## config.mk

```make
export PLATFORM = sky130hd
export DESIGN_NAME = lamp_player
export DESIGN_NICKNAME = d
export VERILOG_FILES = /design/src/rtl/simon_pkg.sv /design/src/rtl/lamp_fifo.sv /design/src/rtl/lamp_player.sv
export SDC_FILE = /design/constraint.sdc
export NUM_CORES = 1
export LEC_CHECK = 0
export ABC_AREA = 0
export BUFFER_PORTS_ARGS = -buffer_cell sky130_fd_sc_hd__buf_4
export CAP_MARGIN = 10
export CORE_MARGIN = 1
export CORE_UTILIZATION = 35
export DETAILED_ROUTE_END_ITERATION = 8
export GPL_ROUTABILITY_DRIVEN = 0
export GPL_TIMING_DRIVEN = 1
export PLACE_DENSITY = 0.6
export SETUP_SLACK_MARGIN = 0.02
export SLEW_MARGIN = 10
export SYNTH_ARGS = -nofsm -noshare
export SYNTH_HDL_FRONTEND = slang
export SYNTH_HIERARCHICAL = 1
export SYNTH_SLANG_ARGS = --single-unit
export TNS_END_PERCENT = 50
```

## constraint.sdc

```tcl
create_clock -name CLK -period 2.9 [get_ports CLK]
set_clock_uncertainty 0.2 [all_clocks]
set_input_delay 0.29 -clock CLK [delete_from_list [all_inputs] [get_ports CLK]]
set_output_delay 0.29 -clock CLK [all_outputs]
set_load 0.05 [all_outputs]
```

## src/rtl/simon_pkg.sv

```systemverilog
// Shared types and timing constants for the Simon game datapath.
package simon_pkg;

    // Two-bit lamp / button code: 0..3 selects one of four lamps.
    typedef logic [1:0] lamp_code_t;

    // Playback engine states.
    typedef enum logic [1:0] {
        IDLE = 2'd0,
        ON   = 2'd1,
        GAP  = 2'd2
    } player_state_t;

    // Default lamp timing at the 10 kHz game clock.
    localparam int LAMP_ON_TICKS  = 3000;   // 300 ms lamp on
    localparam int LAMP_GAP_TICKS = 1000;   // 100 ms dark gap

endpackage

```

## src/rtl/lamp_fifo.sv

```systemverilog
// Small power-of-two FIFO with synchronous flush.
// Pop reads the head entry combinationally; only stored entries can be popped.
module lamp_fifo #(
    parameter int DEPTH = 2,
    parameter int WIDTH = 2
) (
    input  logic             clk_i,
    input  logic             rst_ni,
    input  logic             flush_i,
    input  logic             push_i,
    input  logic [WIDTH-1:0] data_i,
    input  logic             pop_i,
    output logic [WIDTH-1:0] data_o,
    output logic             full_o,
    output logic             empty_o
);
    localparam int PTR_W = $clog2(DEPTH);
    localparam int CNT_W = PTR_W + 1;

    logic [WIDTH-1:0] mem_q [DEPTH];
    logic [PTR_W-1:0] wr_ptr_q, wr_ptr_d;
    logic [PTR_W-1:0] rd_ptr_q, rd_ptr_d;
    logic [CNT_W-1:0] count_q, count_d;
    logic             push_ok;
    logic             pop_ok;

    assign full_o  = (count_q == CNT_W'(DEPTH));
    assign empty_o = (count_q == '0);
    assign data_o  = mem_q[rd_ptr_q];

    // Overflow / underflow requests are ignored rather than corrupting state.
    assign push_ok = push_i && !full_o && !flush_i;
    assign pop_ok  = pop_i && !empty_o && !flush_i;

    // Pointer and occupancy next-state; pointers wrap naturally modulo DEPTH.
    always_comb begin
        wr_ptr_d = wr_ptr_q;
        rd_ptr_d = rd_ptr_q;
        count_d  = count_q;
        if (flush_i) begin
            wr_ptr_d = '0;
            rd_ptr_d = '0;
            count_d  = '0;
        end else begin
            if (push_ok) wr_ptr_d = wr_ptr_q + PTR_W'(1);
            if (pop_ok)  rd_ptr_d = rd_ptr_q + PTR_W'(1);
            case ({push_ok, pop_ok})
                2'b10:   count_d = count_q + CNT_W'(1);
                2'b01:   count_d = count_q - CNT_W'(1);
                default: count_d = count_q;
            endcase
        end
    end

    // Control registers: pointers and occupancy count.
    always_ff @(posedge clk_i or negedge rst_ni) begin
        if (!rst_ni) begin
            wr_ptr_q <= '0;
            rd_ptr_q <= '0;
            count_q  <= '0;
        end else begin
            wr_ptr_q <= wr_ptr_d;
            rd_ptr_q <= rd_ptr_d;
            count_q  <= count_d;
        end
    end

    // Storage array; contents are meaningless until written, so no reset.
    always_ff @(posedge clk_i) begin
        if (push_ok) mem_q[wr_ptr_q] <= data_i;
    end

endmodule

```

## src/rtl/lamp_player.sv

```systemverilog
// Simon playback engine: queues lamp codes and plays each one as a timed
// lamp-on interval followed by a dark gap, driving lamps and the tone select.
module lamp_player
    import simon_pkg::*;
#(
    parameter int ON_TICKS  = LAMP_ON_TICKS,
    parameter int GAP_TICKS = LAMP_GAP_TICKS,
    parameter int DEPTH     = 2
) (
    input  logic       CLK,
    input  logic       RST_N,
    input  logic [1:0] CODE,
    input  logic       VALID,
    output logic       READY,
    input  logic       ABORT,
    output logic [3:0] LAMP,
    output logic [1:0] TONE_SEL,
    output logic       TONE_EN,
    output logic       BUSY,
    output logic       DONE
);
    localparam int MAX_TICKS = (ON_TICKS > GAP_TICKS) ? ON_TICKS : GAP_TICKS;
    localparam int TMR_W     = (MAX_TICKS > 1) ? $clog2(MAX_TICKS) : 1;
    localparam logic [TMR_W-1:0] ON_LOAD  = TMR_W'(ON_TICKS - 1);
    localparam logic [TMR_W-1:0] GAP_LOAD = TMR_W'(GAP_TICKS - 1);

    player_state_t    state_q, state_d;
    logic [TMR_W-1:0] tmr_q, tmr_d;
    lamp_code_t       sel_q, sel_d;
    logic [3:0]       lamp_q, lamp_d;
    logic             en_q, en_d;
    logic             done_q, done_d;

    logic             fifo_full;
    logic             fifo_empty;
    logic             push;
    logic             pop;
    lamp_code_t       head;

    // READY comes straight from the registered occupancy; ABORT discards pushes.
    assign READY = !fifo_full;
    assign push  = VALID && !fifo_full && !ABORT;

    lamp_fifo #(
        .DEPTH (DEPTH),
        .WIDTH (2)
    ) u_fifo (
        .clk_i   (CLK),
        .rst_ni  (RST_N),
        .flush_i (ABORT),
        .push_i  (push),
        .data_i  (CODE),
        .pop_i   (pop),
        .data_o  (head),
        .full_o  (fifo_full),
        .empty_o (fifo_empty)
    );

    // Playback FSM: outputs are computed for the next state so they register
    // in lockstep with it and carry no combinational path from the inputs.
    always_comb begin
        state_d = state_q;
        tmr_d   = tmr_q;
        sel_d   = sel_q;
        lamp_d  = lamp_q;
        en_d    = en_q;
        done_d  = 1'b0;
        pop     = 1'b0;
        if (ABORT) begin
            state_d = IDLE;
            tmr_d   = '0;
            sel_d   = '0;
            lamp_d  = '0;
            en_d    = 1'b0;
        end else begin
            case (state_q)
                IDLE: begin
                    if (!fifo_empty) begin
                        pop     = 1'b1;
                        state_d = ON;
                        tmr_d   = ON_LOAD;
                        sel_d   = head;
                        lamp_d  = 4'b0001 << head;
                        en_d    = 1'b1;
                    end
                end
                ON: begin
                    if (tmr_q == '0) begin
                        state_d = GAP;
                        tmr_d   = GAP_LOAD;
                        lamp_d  = '0;
                        en_d    = 1'b0;
                    end else begin
                        tmr_d = tmr_q - TMR_W'(1);
                    end
                end
                GAP: begin
                    if (tmr_q != '0) begin
                        tmr_d = tmr_q - TMR_W'(1);
                    end else if (!fifo_empty) begin
                        // Chain straight into the next code with no idle cycle.
                        pop     = 1'b1;
                        state_d = ON;
                        tmr_d   = ON_LOAD;
                        sel_d   = head;
                        lamp_d  = 4'b0001 << head;
                        en_d    = 1'b1;
                    end else begin
                        state_d = IDLE;
                        done_d  = 1'b1;
                    end
                end
                default: begin
                    state_d = IDLE;
                    tmr_d   = '0;
                end
            endcase
        end
    end

    // State, timer and output registers.
    always_ff @(posedge CLK or negedge RST_N) begin
        if (!RST_N) begin
            state_q <= IDLE;
            tmr_q   <= '0;
            sel_q   <= '0;
            lamp_q  <= '0;
            en_q    <= 1'b0;
            done_q  <= 1'b0;
        end else begin
            state_q <= state_d;
            tmr_q   <= tmr_d;
            sel_q   <= sel_d;
            lamp_q  <= lamp_d;
            en_q    <= en_d;
            done_q  <= done_d;
        end
    end

    assign LAMP     = lamp_q;
    assign TONE_SEL = sel_q;
    assign TONE_EN  = en_q;
    assign DONE     = done_q;
    assign BUSY     = (state_q != IDLE) || !fifo_empty;

endmodule

```

# After elaboration in Yosys (flattened, before gate mapping)

Memory sizes are Yosys's and may differ from the RTL's.
Index checks and enable logic that the tools add are counted.

Register bits after elaboration: 26
Memory bits (writable): 4
Bits of input ports: 6
Word-level logic and storage cells: 88
Memories kept: 1

Memory list:

| memory       | depth | bits a word | read ports | clocked after memory_dff | write ports | line            | text |
|---|---|---|---|---|---|---|---|
| u_fifo.mem_q | 2     | 2           | 1          | 0                        | 1           | lamp_fifo.sv:20 | `logic [WIDTH-1:0] mem_q [DEPTH];` |

$add $sub $neg: 5
Equal/unequal tests: 8
Shifts and indexed selects: 1
Muxes and demuxes: 41
Reductions and logical operators: 23

Operator list:

| cell                                                | number |
|---|---|
| 2-to-1 mux 12 bit                                   | 4 |
| one-hot mux 12 bit (3 select lines)                 | 1 |
| 2-to-1 mux 1 bit                                    | 18 |
| 2-to-1 mux 2 bit                                    | 8 |
| 2-to-1 mux 4 bit                                    | 4 |
| zero test 12 bit                                    | 1 |
| one-hot mux 4 bit (3 select lines)                  | 1 |
| nonzero test 12 bit                                 | 1 |
| subtractor 12 x 1 -> 12 bit (second input constant) | 1 |
| inequality test 3 bit (second input constant)       | 3 |
| one-hot mux 2 bit (2 select lines)                  | 2 |
| == test 2 bit (second input constant)               | 3 |
| logical AND 1 bit                                   | 6 |
| one-hot mux 2 bit (3 select lines)                  | 1 |
| AND reduction 3 bit                                 | 2 |
| nonzero test 2 bit                                  | 3 |
| nonzero test 3 bit                                  | 2 |
| == test 2 x 1 -> 1 bit (second input constant)      | 2 |
| zero test 2 bit                                     | 2 |
| nonzero test 4 bit                                  | 1 |
| left shift 1 x 2 -> 4 bit (first input constant)    | 1 |
| zero test 1 bit                                     | 3 |
| one-hot mux 1 bit (3 select lines)                  | 1 |
| adder 1 bit (second input constant)                 | 2 |
| 5 further kinds                                     | 5 |

# Depth between registers and ports, before layout

Depth in word-level cells: 10
Mapped depth: 8

# Cells and area by module

Netlist, hierarchy kept.

Modules (own cells, without submodules):

| module      | instances | cells an instance | area an instance (sq um) | seq. area each (sq um) |
|---|---|---|---|---|
| lamp_player | 1         | 160               | 1,527.7                  | 550.5 |
| lamp_fifo   | 1         | 31                | 362.8                    | 220.2 |

# Worst setup path before layout

Ideal clock, no wire load.

Kind: reg2reg
Start: register state_q[0]
End: register u_fifo.count_q[1]
Setup time: 0.082 ns
Arrival time: 1.795 ns
Path slack: 0.823 ns
Stages on the path, launching flop included: 8
Period minus slack after synthesis: 2.077 ns
Cells stage by stage: dfrtp_1 -> inv_1 -> ha_1 -> clkbuf_1 -> a41oi_1 -> nor3_1 -> or4b_1 -> a31oi_1

Word-level cells in the longest chain between the ends: 8
Elaborated cells on any way between the ends: 11
Those cells by class: eq/ne: 3; mux: 4; reduce/logical: 4

Ends and longest elaborated chain:

| what                                                           | line               | text |
|---|---|---|
| from (decl)                                                    | lamp_player.sv:27  | `player_state_t state_q, state_d;` |
| from (signal assigned)                                         | lamp_player.sv:131 | `state_q <= state_d;` |
| == test 2 bit / zero test 2 bit (equally long branches)        | lamp_player.sv:76  | `case (state_q)` |
| one-hot mux 1 bit (2 select lines) *                           | lamp_player.sv:76  |  |
| 2-to-1 mux 1 bit *                                             | lamp_player.sv:69  | `if (ABORT) begin` |
| net pop                                                        | lamp_player.sv:37  | `logic pop;` |
| logical AND 1 bit * (2 in series)                              | lamp_fifo.sv:33    | `assign pop_ok = pop_i && !empty_o && !flush_i;` |
| == test 2 x 1 -> 1 bit / == test 2 bit (equally long branches) | lamp_fifo.sv:47    | `case ({push_ok, pop_ok})` |
| one-hot mux 2 bit (2 select lines)                             | lamp_fifo.sv:47    |  |
| 2-to-1 mux 2 bit                                               | lamp_fifo.sv:40    | `if (flush_i) begin` |
| to (signal assigned)                                           | lamp_fifo.sv:64    | `count_q <= count_d;` |
| to (decl)                                                      | lamp_fifo.sv:23    | `logic [CNT_W-1:0] count_q, count_d;` |

The timed path passes the listed nets; every way through them passes the cells marked *.
A chain may end at the register's enable or synchronous reset.

# Worst setup path in the final report

Start: register tmr_q[0]
End: register u_fifo.rd_ptr_q

Word-level cells in the longest chain between the ends: 7

Ends and longest elaborated chain:

| what                                | line               | text |
|---|---|---|
| from (decl)                         | lamp_player.sv:28  | `logic [TMR_W-1:0] tmr_q, tmr_d;` |
| from (signal assigned)              | lamp_player.sv:132 | `tmr_q <= tmr_d;` |
| nonzero test 12 bit                 | lamp_player.sv:98  | `if (tmr_q != '0) begin` |
| 2-to-1 mux 1 bit                    | lamp_player.sv:98  |  |
| one-hot mux 1 bit (2 select lines)  | lamp_player.sv:76  |  |
| 2-to-1 mux 1 bit                    | lamp_player.sv:69  |  |
| net pop                             | lamp_player.sv:37  |  |
| logical AND 1 bit (2 in series)     | lamp_fifo.sv:33    |  |
| nonzero test 2 bit (no source line) | -                  |  |
| to (signal assigned)                | lamp_fifo.sv:63    | `rd_ptr_q <= rd_ptr_d;` |
| to (decl)                           | lamp_fifo.sv:22    | `logic [PTR_W-1:0] rd_ptr_q, rd_ptr_d;` |

The timed path passes the listed nets, and every way through them passes these cells.

==> reports/metrics.yaml <==
placed_design:
  dp_hpwl_um: 3087
  dp_cells: 273
  io_buffers: 15
logic_synthesis:
  yosys-top-cells-area: "dfrtp_1, edfxtp_1, mux2_1, ha_1, nor2_1"
  seq_area_frac_synth: 0.4077
  synth-edff-count: 4
  yosys_warnings: 6
  yosysMostFrequentCell: "dfrtp_1"
  synth_commonest_cells: "dfrtp_1, nor2_1, o21ai_0, nand2_1"
  ys_ff_latch: 30
  synthArstFlopShare: 0.8667
  synthesis.area_sq_mm: 0.001891
  syn_nets: 203
  ys.flop_type: "dfrtp_1"
  synth.distinct_cells: 56
  yosysTopAreaCell: "dfrtp_1"
  synth_cells: 191
  syn_avg_cell_area_sq_um: 9.898
  synth_top_area_share: 0.3441
cts:
  cts_hold_buf: 3
  clock_tree.buffer_depth: 2
  htreeDepth: 2
  cts.sinks: 30
  cts_resized: 0
  cts-root-buf: "clkbuf_8"
  cts_tree: "yes"
  cts_setup_buffers: 0
  clk_pin_slew_worst_paths_ns: 0.07
  clkLatencyLatePin_ns: 0.29
  cts_buffers: 5
finish:
  drive_above_1_share: 0.2009
  nNetsFinal: 225
  area_growth_pct: 19.59
  n_fill_cell: 525
  n_antenna_cell: 0
  stdcell_count: 284
timing:
  max_freq_mhz: 412.1
  tns_ns: 0
  final-max-slew-violation-count: 0
  maxSlewHeadroom: 0.5844
  fin_crit_ns: 2.427
  setup_viol: 0
  tightest_slew_ns: 0.6178
  hold_viol: 0
  fin_crit_sh: 0.8368
  rsz0062_at_grt: "false"
pwr:
  cellPowerDensity_mw_per_mm2: 1139
  vdd_drop_max_uv: 377.0
  total_leakage_power_nw: 0.9613
route:
  wl_per_cell_um: 15.59
  via_per_inst: 5.398
  m1WireLength_um: 1989
  num_vias: 1533
  wl_met2_um: 2179
  drc: 0
  routed.top_layer: "met4"
  ant_nets: 0
  wl_um: 4427
  wl_met3_um: 169
  first_pass_iters: 4
  drt_iter0_drc: 100
setup_path:
  cp_max_fo: 6
  cp-end-kind: "register"
  crit_type: "register to register"
  required_ns: 2.87
  arrival_ns: 2.40
  start_kind: "register"
die:
  rows: 26
  die-width_um: 75.50
  die_area_sq_mm: 0.005700
  start_util: 0.3678
  die_h_um: 75.50
  coreArea_sq_mm: 0.005140
  floorplan.io_pins: 16
flow_run:
  maxCapViolCount: 0
global_route:
  track_usage: 0.1766
  grt_pass1_wl_um: 7403
  grt_max_degree: 27
  grt_pass1_vias: 1481
  antenna_found_initial: 0
  grt_overflow_total: 0
run_status:
  status: "finished, final reports clean"
min_path:
  hp-class: "input pin to register"
[power breakdown]
group | switching [W] | internal, W | total, W
logic | 0.000817 | 0.000555 | 0.00137
clock network | 0.000168 | 0.000366 | 0.000534
registers | 0.000151 | 0.000518 | 0.000670
total | 0.00114 | 0.00144 | 0.00258
[worst max-delay path, stage by stage, from the launching register on]
cell	delay [ns]
dfrtp_1	0.45
inv_1	0.11
ha_1	0.17
nor4b_4	0.31
a41oi_1	0.27
nor3_1	0.45
o21ai_1	0.15
xor2_1	0.16
nor2_1	0.05
[sequential cells by signal, summed over array words and instances, names as in the netlist]
signal and cells:
TONE_SEL 2, state_q 2, u_fifo/count_q 2, LAMP 4
TONE_EN 1, tmr_q 12, u_fifo/rd_ptr_q 1, u_fifo/mem_q 4
DONE 1, u_fifo/wr_ptr_q 1
[kinds of logic after synthesis]
family,Yosys count,share of synthesized area
XOR/XNOR,2,0.009267
AO/OA/AOI/OAI,50,0.1800
adder cells (fa/ha/maj),6,0.03971
flip-flops,30,0.4077
multiplexers,11,0.06288
buffers and inverters,17,0.03905
AND/OR/NAND/NOR,75,0.2614
[cell usage in the layout (no fill, tap or decap), types with 2 or more instances in the layout]
cell type	instances
dfrtp_1	26
buf_4	20
nor2_1	17
o21ai_0	12
nand2_1	8
inv_1	7
nand2b_1	7
a21oi_1	7
mux2_1	7
nor3_1	6
ha_1	6
clkbuf_8	6
o21ai_1	5
and3_1	5
nand4_1	4
a31oi_1	4
mux2i_1	4
edfxtp_1	4
or3_1	3
nor3b_1	3
nor4_1	3
a221oi_1	3
a211oi_1	3
dlygate4sd3_1	3
or4_4	2
nor4_4	2
a21o_1	2
o32ai_1	2
nand3b_1	2
a211o_1	2
nand3_1	2
bufinv_16	2
[routing by layer]
metal / track usage / vias up
met1: 0.2355 / 730
met3: 0.03175 / 8
met4: 0.07613 / 0
met5: 0 / -
li1: - / 763
met2: 0.2817 / 32
[worst paths after layout]
| kind | from | endpoint | slack, ns | depth (start not counted) |
|---|---|---|---|---|
| worst min register to register | LAMP[2] | LAMP[2] | 0.30 | 1 |
| min in group asynchronous | RST_N | LAMP[3] | 0.27 | 2 |
| worst min-delay path | ABORT | u_fifo/wr_ptr_q | 0.11 | 2 |
| worst max-delay path | tmr_q[0] | u_fifo/rd_ptr_q | 0.47 | 8 |
| worst max register to register | tmr_q[0] | u_fifo/rd_ptr_q | 0.47 | 8 |
| max in group asynchronous | RST_N | tmr_q[2] | 1.98 | 2 |
[cell type report]
cell class / instances / area, sq um / area share
sequential: 30 / 770.7 / 0.3409
clock inverter: 2 / 60.06 / 0.02656
timing repair buffer: 23 / 180.2 / 0.07969
inverter: 9 / 33.78 / 0.01494
clock buffer: 6 / 82.58 / 0.03652
multi-input combinational: 144 / 1046 / 0.4626
tap: 70 / 87.58 / 0.03874
[through the flow]
stage / cell area (sq um) / hold slack [ns] / utilization / worst slack, ns / power (W)
final: 2261 / 0.1131 / 0.4399 / 0.4733 / 0.002576
after global routing: 2261 / 0.1281 / 0.4399 / 0.2033 / 0.002749
after CTS: 2261 / 0.1080 / 0.4399 / 0.4702 / 0.002584
after detailed placement: 2088 / 0.03270 / 0.4063 / 0.4903 / 0.002027
after global placement: 2088 / 0.02447 / 0.4063 / 0.4567 / 0.002022
after floorplan: 1891 / -0.2056 / - / 0.8233 / 0.001732
(Power assumes the default switching activity.)
